File: config.mk
export PLATFORM = sky130hd
export DESIGN_NAME = if_fetch_unit
export DESIGN_NICKNAME = d
export VERILOG_FILES = /design/src/rtl/if_fetch_unit_pkg.sv /design/src/rtl/if_fetch_unit_next_pc.sv /design/src/rtl/if_fetch_unit.sv
export SDC_FILE = /design/constraint.sdc
export NUM_CORES = 1
export LEC_CHECK = 0
export CAP_MARGIN = 30
export CORE_MARGIN = 5
export CORE_UTILIZATION = 40
export CTS_CLUSTER_SIZE = 20
export DETAILED_ROUTE_END_ITERATION = 10
export GPL_TIMING_DRIVEN = 0
export PLACE_DENSITY = 0.79
export SYNTH_ARGS = -nofsm -noshare
export SYNTH_HDL_FRONTEND = slang
export SYNTH_SLANG_ARGS = --single-unit
File: constraint.sdc
create_clock -name CLK -period 8.3 [get_ports CLK]
set_input_delay 2.49 -clock CLK [delete_from_list [all_inputs] [get_ports CLK]]
set_output_delay 2.49 -clock CLK [all_outputs]
set_load 0.01 [all_outputs]
File: src/rtl/if_fetch_unit_pkg.sv
// Shared CPU definitions for the instruction-fetch stage: state encoding,
// next-PC selection codes, bubble encoding and reset vector.
package if_fetch_unit_pkg;

  typedef enum logic [1:0] {
    FETCH = 2'd0,
    HELD  = 2'd1,
    DRAIN = 2'd2
  } fetch_state_t;

  typedef enum logic [1:0] {
    NPC_KEEP    = 2'd0,
    NPC_SEQ     = 2'd1,
    NPC_BRANCH  = 2'd2,
    NPC_PENDING = 2'd3
  } next_pc_sel_t;

  localparam logic [31:0] NOP_INSTR = 32'h0000_0013;
  localparam logic [31:0] RESET_PC  = 32'h0000_0000;

  // Instruction addresses are word aligned; the low two bits of any target are dropped.
  function automatic logic [31:0] align_word(input logic [31:0] addr);
    return addr & 32'hFFFF_FFFC;
  endfunction

endpackage

File: src/rtl/if_fetch_unit_next_pc.sv
// Next-PC mux for the fetch stage: sequential, immediate redirect, or the
// redirect that was parked behind an outstanding miss.
module if_fetch_unit_next_pc
  import if_fetch_unit_pkg::*;
(
  input  logic [31:0]  pc,
  input  logic [31:0]  branch_target,
  input  logic [31:0]  pending_target,
  input  next_pc_sel_t sel,
  output logic [31:0]  next_pc
);

  always_comb begin
    next_pc = pc;
    case (sel)
      NPC_SEQ:     next_pc = pc + 32'd4;
      NPC_BRANCH:  next_pc = align_word(branch_target);
      NPC_PENDING: next_pc = pending_target;
      default:     next_pc = pc;
    endcase
  end

endmodule

File: src/rtl/if_fetch_unit.sv
// Instruction-fetch controller: owns the PC, runs the IMEM READ/BUSYWAIT
// handshake, buffers an instruction across decode stalls and handles redirects.
module if_fetch_unit
  import if_fetch_unit_pkg::*;
(
  input  logic        CLK,
  input  logic        RESET,
  output logic [31:0] IMEM_ADDR,
  output logic        IMEM_READ,
  input  logic        IMEM_BUSYWAIT,
  input  logic [31:0] IMEM_INSTR,
  input  logic        STALL_IN,
  input  logic        BRANCH_TAKEN,
  input  logic [31:0] BRANCH_TARGET,
  output logic [31:0] IF_PC,
  output logic [31:0] IF_INSTRUCTION,
  output logic        HOLD
);

  fetch_state_t state;
  logic [31:0]  pc_q;
  logic [31:0]  buf_q;
  logic [31:0]  tgt_q;
  logic [31:0]  next_pc;
  next_pc_sel_t npc_sel;

  assign IMEM_ADDR = pc_q;
  assign IF_PC     = pc_q;

  if_fetch_unit_next_pc u_next_pc (
    .pc             (pc_q),
    .branch_target  (BRANCH_TARGET),
    .pending_target (tgt_q),
    .sel            (npc_sel),
    .next_pc        (next_pc)
  );

  // Outputs and the PC update choice are combinational from state plus inputs.
  always_comb begin
    IMEM_READ      = 1'b0;
    IF_INSTRUCTION = NOP_INSTR;
    HOLD           = 1'b0;
    npc_sel        = NPC_KEEP;
    if (!RESET) begin
      case (state)
        FETCH: begin
          IMEM_READ = 1'b1;
          HOLD      = STALL_IN & ~BRANCH_TAKEN;
          if (BRANCH_TAKEN) begin
            npc_sel = IMEM_BUSYWAIT ? NPC_KEEP : NPC_BRANCH;
          end else if (!IMEM_BUSYWAIT) begin
            IF_INSTRUCTION = IMEM_INSTR;
            if (!STALL_IN) npc_sel = NPC_SEQ;
          end
        end
        HELD: begin
          HOLD = STALL_IN & ~BRANCH_TAKEN;
          if (BRANCH_TAKEN) begin
            npc_sel = NPC_BRANCH;
          end else begin
            IF_INSTRUCTION = buf_q;
            if (!STALL_IN) npc_sel = NPC_SEQ;
          end
        end
        DRAIN: begin
          // The miss cannot be aborted, so the old address stays on the bus until it completes.
          IMEM_READ = 1'b1;
          if (!IMEM_BUSYWAIT) npc_sel = BRANCH_TAKEN ? NPC_BRANCH : NPC_PENDING;
        end
        default: begin
          IMEM_READ = 1'b0;
        end
      endcase
    end
  end

  always_ff @(posedge CLK) begin
    if (RESET) begin
      state <= FETCH;
      pc_q  <= RESET_PC;
      buf_q <= 32'd0;
      tgt_q <= 32'd0;
    end else begin
      if (npc_sel != NPC_KEEP) pc_q <= next_pc;
      case (state)
        FETCH: begin
          if (BRANCH_TAKEN) begin
            if (IMEM_BUSYWAIT) begin
              tgt_q <= align_word(BRANCH_TARGET);
              state <= DRAIN;
            end
          end else if (!IMEM_BUSYWAIT && STALL_IN) begin
            buf_q <= IMEM_INSTR;
            state <= HELD;
          end
        end
        HELD: begin
          if (BRANCH_TAKEN || !STALL_IN) state <= FETCH;
        end
        DRAIN: begin
          if (BRANCH_TAKEN) tgt_q <= align_word(BRANCH_TARGET);
          if (!IMEM_BUSYWAIT) state <= FETCH;
        end
        default: state <= FETCH;
      endcase
    end
  end

endmodule

==> qor.csv, run 1 <==
metric;value;unit
status;completed;
netlist_instances;691;
swShare;29.2;%
drt-total-wl;18200;um
worst_pin_slew;898;ps
design_area;7360;sq um
grt_max_degree;16;
synth_area_leaders;dfxtp_1 36%, nand2_1 10%, a21oi_1 7.7%;
multi_input_area;2840;sq um
p_total;1.15;mW
netlist_area;5250;sq um
numCtsBuffers;9;
synth_top_area_share;35.8;%
start_util;41.3;%
fin_nets;935;
yosysUniqueCellTypes;61;
regArea;1880;sq um
clk_path_buf_depth;2;
ys_warn_count;0;
core-area;12700;sq um
preCtsSetupSlack;434;ps
clk_latency;350;ps
switching_power;0.337;mW
finalSetupViolations;0;
combPwrFrac;22.1;%
intPower;0.816;mW
pwr-share-clk;34.3;%
fin_crit_sh;95.1;%
cp_max_fo;10;
yosysMostFrequentCell;nand2_1;
post-route-min-period;7890;ps
syn2layout_area_growth;40.1;%
dpl.cell_count;1026;
synth_top_area_cell;dfxtp_1;
root_buffer;clkbuf_16;
first_pass_iters;8;
ctsHtreeMaxLevel;3;
hold_slack;457;ps
instances_no_fill;1042;
io_pins;167;
maxCapViolCount;0;
syn_area_per_cell;7.60;sq um
setup_slack;409;ps
maxSlewViolCount;0;
p_leak;2.60;nW
first_global_vias;5465;
wl_per_cell;17.4;um
hold_viol;0;
dpl.hpwl;13500;um
antenna_found_initial;0;
crit_arrival;5400;ps
min_path_type;flip-flop to flip-flop;
critPathLaunchType;input port;
grt_pass1_wl;28800;um
synth_common_cells;144 x nand2_1, 94 x dfxtp_1, 81 x a21oi_1, 53 x nor2_1;
timing.fmax;127;MHz
synth_top_flop_cell;dfxtp_1;
antenna_left;0;
cts_tree;done;
cts_hold_buf;0;
cp.required;5810;ps
die_x;125;um
grt_overflow;0;
critPathKind;input port to output pin;
vias;5898;
setup-tns-final;0;ps
cts_resized;0;
clock_skew;7.68;ps
numPortBuffers;160;
antenna_cells;0;
cts_sinks;94;
cp-end-kind;output pin;
gp_congestion;0.905;
seq_area_frac_synth;35.8;%
dieHeight;125;um
slew_headroom;39.6;%
vias_per_cell;5.66;
final_util;57.8;%
grt_setup_unrepaired;false;
clk_pin_slew;70;ps
drc_errors;0;
die-area;15500;sq um
async_reset_ff_share;0;%
cts_setup_buffers;0;
ys_seq_elements;94;
fillers;1236;
place_area;7080;sq um
synth_enable_flop_cells;0;
initialDrtViolationCount;808;
ir_drop;77.5;uV
drive_above_1_share;10.6;%
grt_usage;22.5;%
p_per_area;157;nW/um^2
power_frac_seq;43.7;%
rows;41;
[cells in the final DEF, fill, tap and decap left out, types with 4 or more instances in the layout]
master           netlist  layout
nand4_1               10      10
a21oi_1               81      81
a211oi_1               6       6
nor2_1                53      53
conb_1                 1       4
o211ai_1               5       5
o32ai_1                5       5
o31ai_1                5       5
nor4_1                11      11
buf_4                 34      34
a221oi_1               6       6
a221o_1                4       4
o21ai_0               16      16
clkbuf_1              33      33
and3_1                10      10
nor3_1                14      14
inv_1                 10      10
and4_1                 4       4
mux2i_1                5       5
buf_6                  5       5
a31o_2                 4       4
nor4_2                 4       4
a31oi_1                5       5
nand3_1               13      13
mux2_2                 6       6
buf_1                  5       5
a22oi_1               34      34
dfxtp_1               94      94
nand2_1              144     144
clkbuf_16              0       9
o22ai_1                5       5
clkdlybuf4s50_1        0     160
buf_2                 11      11
[power groups by stage]
stage	Combinational (mW)	Sequential [mW]	Clock (mW)
floorplan	0.123	0.511	0
global placement	0.248	0.512	0
detailed placement	0.251	0.513	0
CTS	0.253	0.503	0.396
global route	0.272	0.507	0.420
finish	0.254	0.504	0.395
[registers in the layout, summed over array words and instances, names as in the netlist]
| signal | cells |
|---|---|
| tgt_q | 30 |
| state | 2 |
| buf_q | 32 |
| IF_PC | 30 |
[layout make-up]
class | count | area share (%)
inverter | 10 | 0.510
timing repair buffer | 160 | 21.8
multi-input combinational | 502 | 38.5
clock buffer | 10 | 3.25
sequential | 94 | 25.6
buffer | 88 | 6.92
tap | 172 | 2.93
clock inverter | 6 | 0.510
[worst max-delay path, stage by stage]
cell             delay, ps
clkdlybuf4s50_1        470
buf_1                  280
nor4_1                 510
clkbuf_1               440
clkbuf_1               410
a22oi_1                150
nor2_1                 110
clkdlybuf4s50_1        540
[cell families (layout without fill, tap and decap cells)]
kind of cell / count (synthesis) / in the layout / share of synthesized area [%]
and+or+nand+nor: 283 / 283 / 25.5
AOI/OAI and AO/OA: 201 / 201 / 25.3
buffers and inverters: 98 / 274 / 10.4
DFF: 94 / 94 / 35.8
muxes: 12 / 12 / 2.52
adders and majority gates: 1 / 1 / 0.238
other: 1 / 4 / 0.0714
xor gates and xnor gates: 1 / 1 / 0.167
[routing by layer]
metal	GRT usage, %	wire (um)	vias up
li1	-	-	2796
met1	28.7	7340	2719
met2	35.5	8290	320
met3	5.53	1830	63
met4	10.8	730	0
met5	0	0	-
[worst paths after layout]
check / startpoint / cells past startpoint / to / slack [ps]
worst max-delay path: BRANCH_TAKEN / 8 / IF_INSTRUCTION[28] / 410
worst min-delay path: tgt_q[22] / 2 / tgt_q[22] / 460
worst max register to register: IF_PC[2] / 6 / IF_PC[26] / 5800
worst min register to register: tgt_q[22] / 2 / tgt_q[22] / 460
(Power assumes the default switching activity.)
==> run 2: changes to the inputs <==
Settings changed: MAX_ROUTING_LAYER set to met4, SKIP_CTS_REPAIR_TIMING set to 1.
==> qor.csv, run 2 (synthesized netlist as in run 1, its figures left out) <==
metric;value;unit;change
status;completed;;
antenna_cells;0;;unchanged
grt_setup_unrepaired;false;;
maxCapViolCount;0;;unchanged
numPortBuffers;160;;unchanged
crit_arrival;5390;ps;about the same
setup.worst_path.start;BRANCH_TAKEN;;
syn2layout_area_growth;40.1;%;unchanged
grt_pass1_wl;28800;um;about the same
clk_latency;350;ps;about the same
hold_viol;0;;unchanged
top_register;buf_q;;
fin_crit_sh;95.0;%;about the same
setup-tns-final;0;ps;unchanged
regArea;1880;sq um;unchanged
post-route-min-period;7880;ps;-6.35 ps
clock_skew;7.67;ps;-0.00453 ps
start_util;41.3;%;unchanged
worst_pin_slew;913;ps;+15.1 ps
critPathLaunchType;input port;;
critPathKind;input port to output pin;;
first_global_vias;5474;;+0.16%
cts_sinks;94;;unchanged
drive_above_1_share;10.6;%;unchanged
min_path_type;flip-flop to flip-flop;;
p_leak;2.60;nW;unchanged
slew_headroom;38.6;%;-1.0 points
worstHoldStart;buf_q[7];;
slowest_delay;540;ps;about the same
grt_overflow;0;;unchanged
cp_max_fo;10;;unchanged
gp_congestion;0.921;;+1.7%
slowest_stage;clkdlybuf4s50_1;;
root_buffer;clkbuf_16;;
die-area;15500;sq um;unchanged
first_pass_iters;5;;-3
grt_max_degree;16;;unchanged
wl_per_cell;17.5;um;+0.19%
dieHeight;125;um;unchanged
crit-reg2reg-launch;IF_PC[2];;
io_pins;167;;unchanged
vias_per_cell;5.64;;-0.31%
dpl.cell_count;1026;;unchanged
maxSlewViolCount;0;;unchanged
multi_input_area;2840;sq um;unchanged
final_cell_mix;160 x clkdlybuf4s50_1, 144 x nand2_1, 94 x dfxtp_1;;
timing.fmax;127;MHz;about the same
clk_pin_slew;70;ps;about the same
cp_top_family;buffers and inverters;;
clk_path_buf_depth;2;;unchanged
drt-total-wl;18200;um;+0.19%
cp-end-kind;output pin;;
crit_chain;clkdlybuf4s50_1 > buf_1 > nor4_1 > clkbuf_1 > clkbuf_1 > a22oi_1 > nor2_1 > clkdlybuf4s50_1;;
instances_no_fill;1042;;unchanged
dpl.hpwl;13500;um;unchanged
finalSetupViolations;0;;unchanged
numCtsBuffers;9;;unchanged
ir_drop;77.8;uV;+0.34%
grt_usage;23.1;%;+0.65 points
drc_errors;0;;unchanged
die_x;125;um;unchanged
initialDrtViolationCount;867;;+7.3%
fin_nets;935;;unchanged
largest_reg_flops;32;;unchanged
crit_buf_inv;5;;unchanged
vias;5880;;-0.31%
ctsHtreeMaxLevel;3;;unchanged
antenna_left;0;;unchanged
fillers;1236;;unchanged
rows;41;;unchanged
p_per_area;157;nW/um^2;about the same
cts_tree;done;;
antenna_found_initial;0;;unchanged
p_total;1.15;mW;about the same
final_common_cell;clkdlybuf4s50_1;;
cp.required;5810;ps;about the same
core-area;12700;sq um;unchanged
-- run 2: cell counts in the layout (fill, tap and decap cells not counted) --
Identical to the previous run, type by type.
-- run 2: path summary, 6_finish.rpt --
check,cells past startpoint,to,slack [ps]
min,2,buf_q[7],460
max,8,IF_INSTRUCTION[28],420
min reg2reg,2,buf_q[7],460
max reg2reg,6,IF_PC[26],5780
-- run 2: where the power goes --
group	internal [mW]	leakage (nW)	switching (mW)
logic	0.131	1.70	0.123
clock network	0.210	0.130	0.186
registers	0.476	0.768	0.0280
total	0.816	2.60	0.338
-- run 2: area by class of cell --
type                       instances  area share, %
clock inverter                     6          0.510
clock buffer                      10           3.25
inverter                          10          0.510
multi-input combinational        502           38.5
timing repair buffer             160           21.8
buffer                            88           6.92
sequential                        94           25.6
tap                              172           2.93
-- run 2: worst reg2reg max path, stage by stage, from the launching register on --
cell and delay, ps:
dfxtp_1 470, ha_1 260, nand3_1 190, or4_1 630, nor4_1 390, mux2_2 390
a21oi_1 140
-- run 2: metal layers --
metal / vias up / GRT usage (%) / wire [um]
met1: 2712 / 29.1 / 7410
met5: - / - / 0
li1: 2798 / - / -
met2: 304 / 35.4 / 8260
met4: 0 / 10.8 / 739
met3: 66 / 5.06 / 1800
-- run 2: stage by stage --
step	setup WS [ps]	hold slack (ps)	utilization [%]	area, sq um
2_1_floorplan	1900	434	-	5260
3_3_place_gp	465	440	55.7	7080
3_5_place_dp	434	446	55.7	7080
4_1_cts	426	455	57.8	7360
5_1_grt	164	466	57.8	7360
6_report	415	457	57.8	7360
==> run 3: changes to the inputs <==
Settings changed: PLACE_DENSITY 0.79 to 0.76, REMOVE_ABC_BUFFERS set to 1, SYNTH_HIERARCHICAL set to 1.
==> qor.csv, run 3 <==
metric;value;unit;change
grt_overflow;0;;unchanged
synthAdderAreaFrac;0.409;%;+0.17 points
syn_area_per_cell;7.72;sq um;+1.6%
ys_seq_elements;96;;+2.1%
regArea;1920;sq um;+2.1%
seq_area_frac_synth;31.4;%;-4.4 points
vias_per_cell;5.94;;+5.3%
final_cell_mix;163 x clkdlybuf4s50_1, 96 x dfxtp_1, 70 x a21oi_1;;
antenna_cells;0;;unchanged
fin_nets;945;;+1.1%
clock_skew;8.52;ps;+0.850 ps
status;completed;;
synth_compound_gate_area_share;25.2;%;-0.078 points
drc_errors;0;;unchanged
grtUsageMet3;5.78;%;+0.72 points
setup-tns-final;0;ps;unchanged
post-route-min-period;7590;ps;-296 ps
root_buffer;clkbuf_16;;
slew_headroom;33.7;%;-4.9 points
p_leak;2.67;nW;+3.0%
synth.mux.area_fraction;3.84;%;+1.3 points
worst_pin_slew;989;ps;+76.4 ps
drt-total-wl;18400;um;+1.2%
final_common_cell;clkdlybuf4s50_1;;
start_util;40.6;%;-0.71 points
first_pass_iters;5;;unchanged
fin_crit_sh;91.4;%;-3.6 points
yosysUniqueCellTypes;62;;+1.6%
vias;6338;;+7.8%
p_per_area;144;nW/um^2;-8.4%
setup_slack;712;ps;+296 ps
cp.required;5810;ps;about the same
slowest_stage;nor4_4;;
timing.fmax;132;MHz;+3.9%
finalSetupViolations;0;;unchanged
crit_arrival;5100;ps;-290 ps
yosysMostFrequentCell;dfxtp_1;;
dieHeight;134;um;+7.3%
critPathKind;input port to output pin;;
netlist_area;6120;sq um;+17%
dpl.hpwl;12400;um;-8.5%
first_global_vias;6074;;+11%
drive_above_1_share;9.90;%;-0.68 points
preCtsSetupSlack;710;ps;+276 ps
synth_top_area_share;31.4;%;-4.4 points
wl_per_cell;17.3;um;-1.1%
grt_usage;20.8;%;-2.3 points
instances_no_fill;1067;;+2.4%
min_path_type;flip-flop to flip-flop;;
clk_latency;360;ps;about the same
ys_warn_count;6;;+6
clk_path_buf_depth;2;;unchanged
async_reset_ff_share;0;%;unchanged
ir_drop;103;uV;+33%
cp-end-kind;output pin;;
rows;45;;+9.8%
numCtsBuffers;9;;unchanged
clk_pin_slew;70;ps;about the same
place_area;7660;sq um;+8.2%
synth_top_area_cell;dfxtp_1;;
maxSlewViolCount;0;;unchanged
synth_area_leaders;dfxtp_1 31%, a21oi_1 5.7%, nand4_1 4.7%;;
synth_top_family_by_area;simple AND/OR/NAND/NOR gates;;
antenna_found_initial;0;;unchanged
fillers;1443;;+17%
synth-simple-area-share;26.6;%;+1.1 points
cts_sinks;96;;+2.1%
hold_viol;0;;unchanged
grt_use_met1;26.8;%;-2.3 points
cp_max_fo;18;;+8
die_x;134;um;+7.3%
synth_top_flop_cell;dfxtp_1;;
dpl.cell_count;1051;;+2.4%
multi_input_area;3560;sq um;+26%
ctsHtreeMaxLevel;3;;unchanged
die-area;17900;sq um;+15%
grt_pass1_wl;30300;um;+5.3%
antenna_left;0;;unchanged
slowest_delay;710;ps;+170 ps
netlist_instances;793;;+15%
met2_usage;31.7;%;-3.8 points
syn2layout_area_growth;30.0;%;
core-area;15100;sq um;+19%
top_usage_layer;met2;;
grt_setup_unrepaired;false;;
crit_chain;clkdlybuf4s50_1 > nor4_4 > buf_8 > buf_8 > a22oi_1 > nor2_1 > clkdlybuf4s50_1;;
gp_congestion;0.832;;-9.7%
synth_enable_flop_cells;0;;unchanged
design_area;7960;sq um;+8.2%
io_pins;167;;unchanged
numPortBuffers;164;;+2.5%
initialDrtViolationCount;565;;-35%
cts_tree;done;;
grt_max_degree;85;;+69
synth_common_cells;96 x dfxtp_1, 70 x a21oi_1, 61 x nand2_1, 49 x clkbuf_1, 46 x nand4_1;;
maxCapViolCount;0;;unchanged
synth_xor_xnor_area_share;1.29;%;+1.1 points
critPathLaunchType;input port;;
## run 3: cell count changes in the layout (fill, tap and decap cells not counted), sizes merged, moves of 33 or more
cell / previous run / this run
o21ai: 18 / 68
nand2: 144 / 62
o211ai: 5 / 38
buf: 55 / 22
nand4: 11 / 47
## run 3: layout make-up
cell class                 instances  share of cell area [%]
multi-input combinational        571                    44.7
sequential                        96                    24.1
timing repair buffer             185                    23.9
clock buffer                      11                    3.05
tap                              188                    2.95
clock inverter                     5                   0.707
inverter                          11                   0.519
## run 3: path summary, 6_finish.rpt
kind | slack, ps | depth (start not counted) | endpoint | startpoint
worst max-delay path | 710 | 7 | IF_INSTRUCTION[14] | BRANCH_TAKEN
worst min register to register | 480 | 2 | tgt_q[14] | tgt_q[14]
worst min-delay path | 480 | 2 | tgt_q[14] | tgt_q[14]
worst max register to register | 4030 | 10 | IF_PC[22] | state[0]
## run 3: metrics by stage
| stage | hold WS, ps | total power [mW] | util (%) |
|---|---|---|---|
| 2_1_floorplan | 442 | 0.602 | - |
| 3_3_place_gp | 457 | 0.710 | 48.8 |
| 3_5_place_dp | 466 | 0.722 | 50.8 |
| 4_1_cts | 475 | 1.15 | 52.8 |
| 5_1_grt | 498 | 1.19 | 52.8 |
| 6_report | 475 | 1.14 | 52.8 |
## run 3: critical path: cells and delay by family
family	cells	cell delay (ps)
buffers and inverters	4	1670
AND/OR/NAND/NOR	2	840
AO/OA/AOI/OAI	1	80
## run 3: logic make-up (layout without fill, tap and decap cells)
kind of cell    count (synthesis)  after routing
compound gates                248            248
xor+xnor                        9              9
fa+ha+maj                       2              2
buf+inv                       127            212
flops                          96             96
mux                            22             22
other cells                     1              2
simple gates                  288            288
## run 3: where the power goes
| part | switching (mW) | internal, mW | total [mW] |
|---|---|---|---|
| sequential | 0.0198 | 0.479 | 0.499 |
| combinational | 0.109 | 0.104 | 0.214 |
| clock | 0.189 | 0.242 | 0.431 |
| total | 0.319 | 0.826 | 1.14 |
## run 3: per-layer routing
metal  vias up  routed length, um
met3        23               1680
met5         -                  0
met1      2985               8210
met4         0                290
li1       3073                  -
met2       257               8260
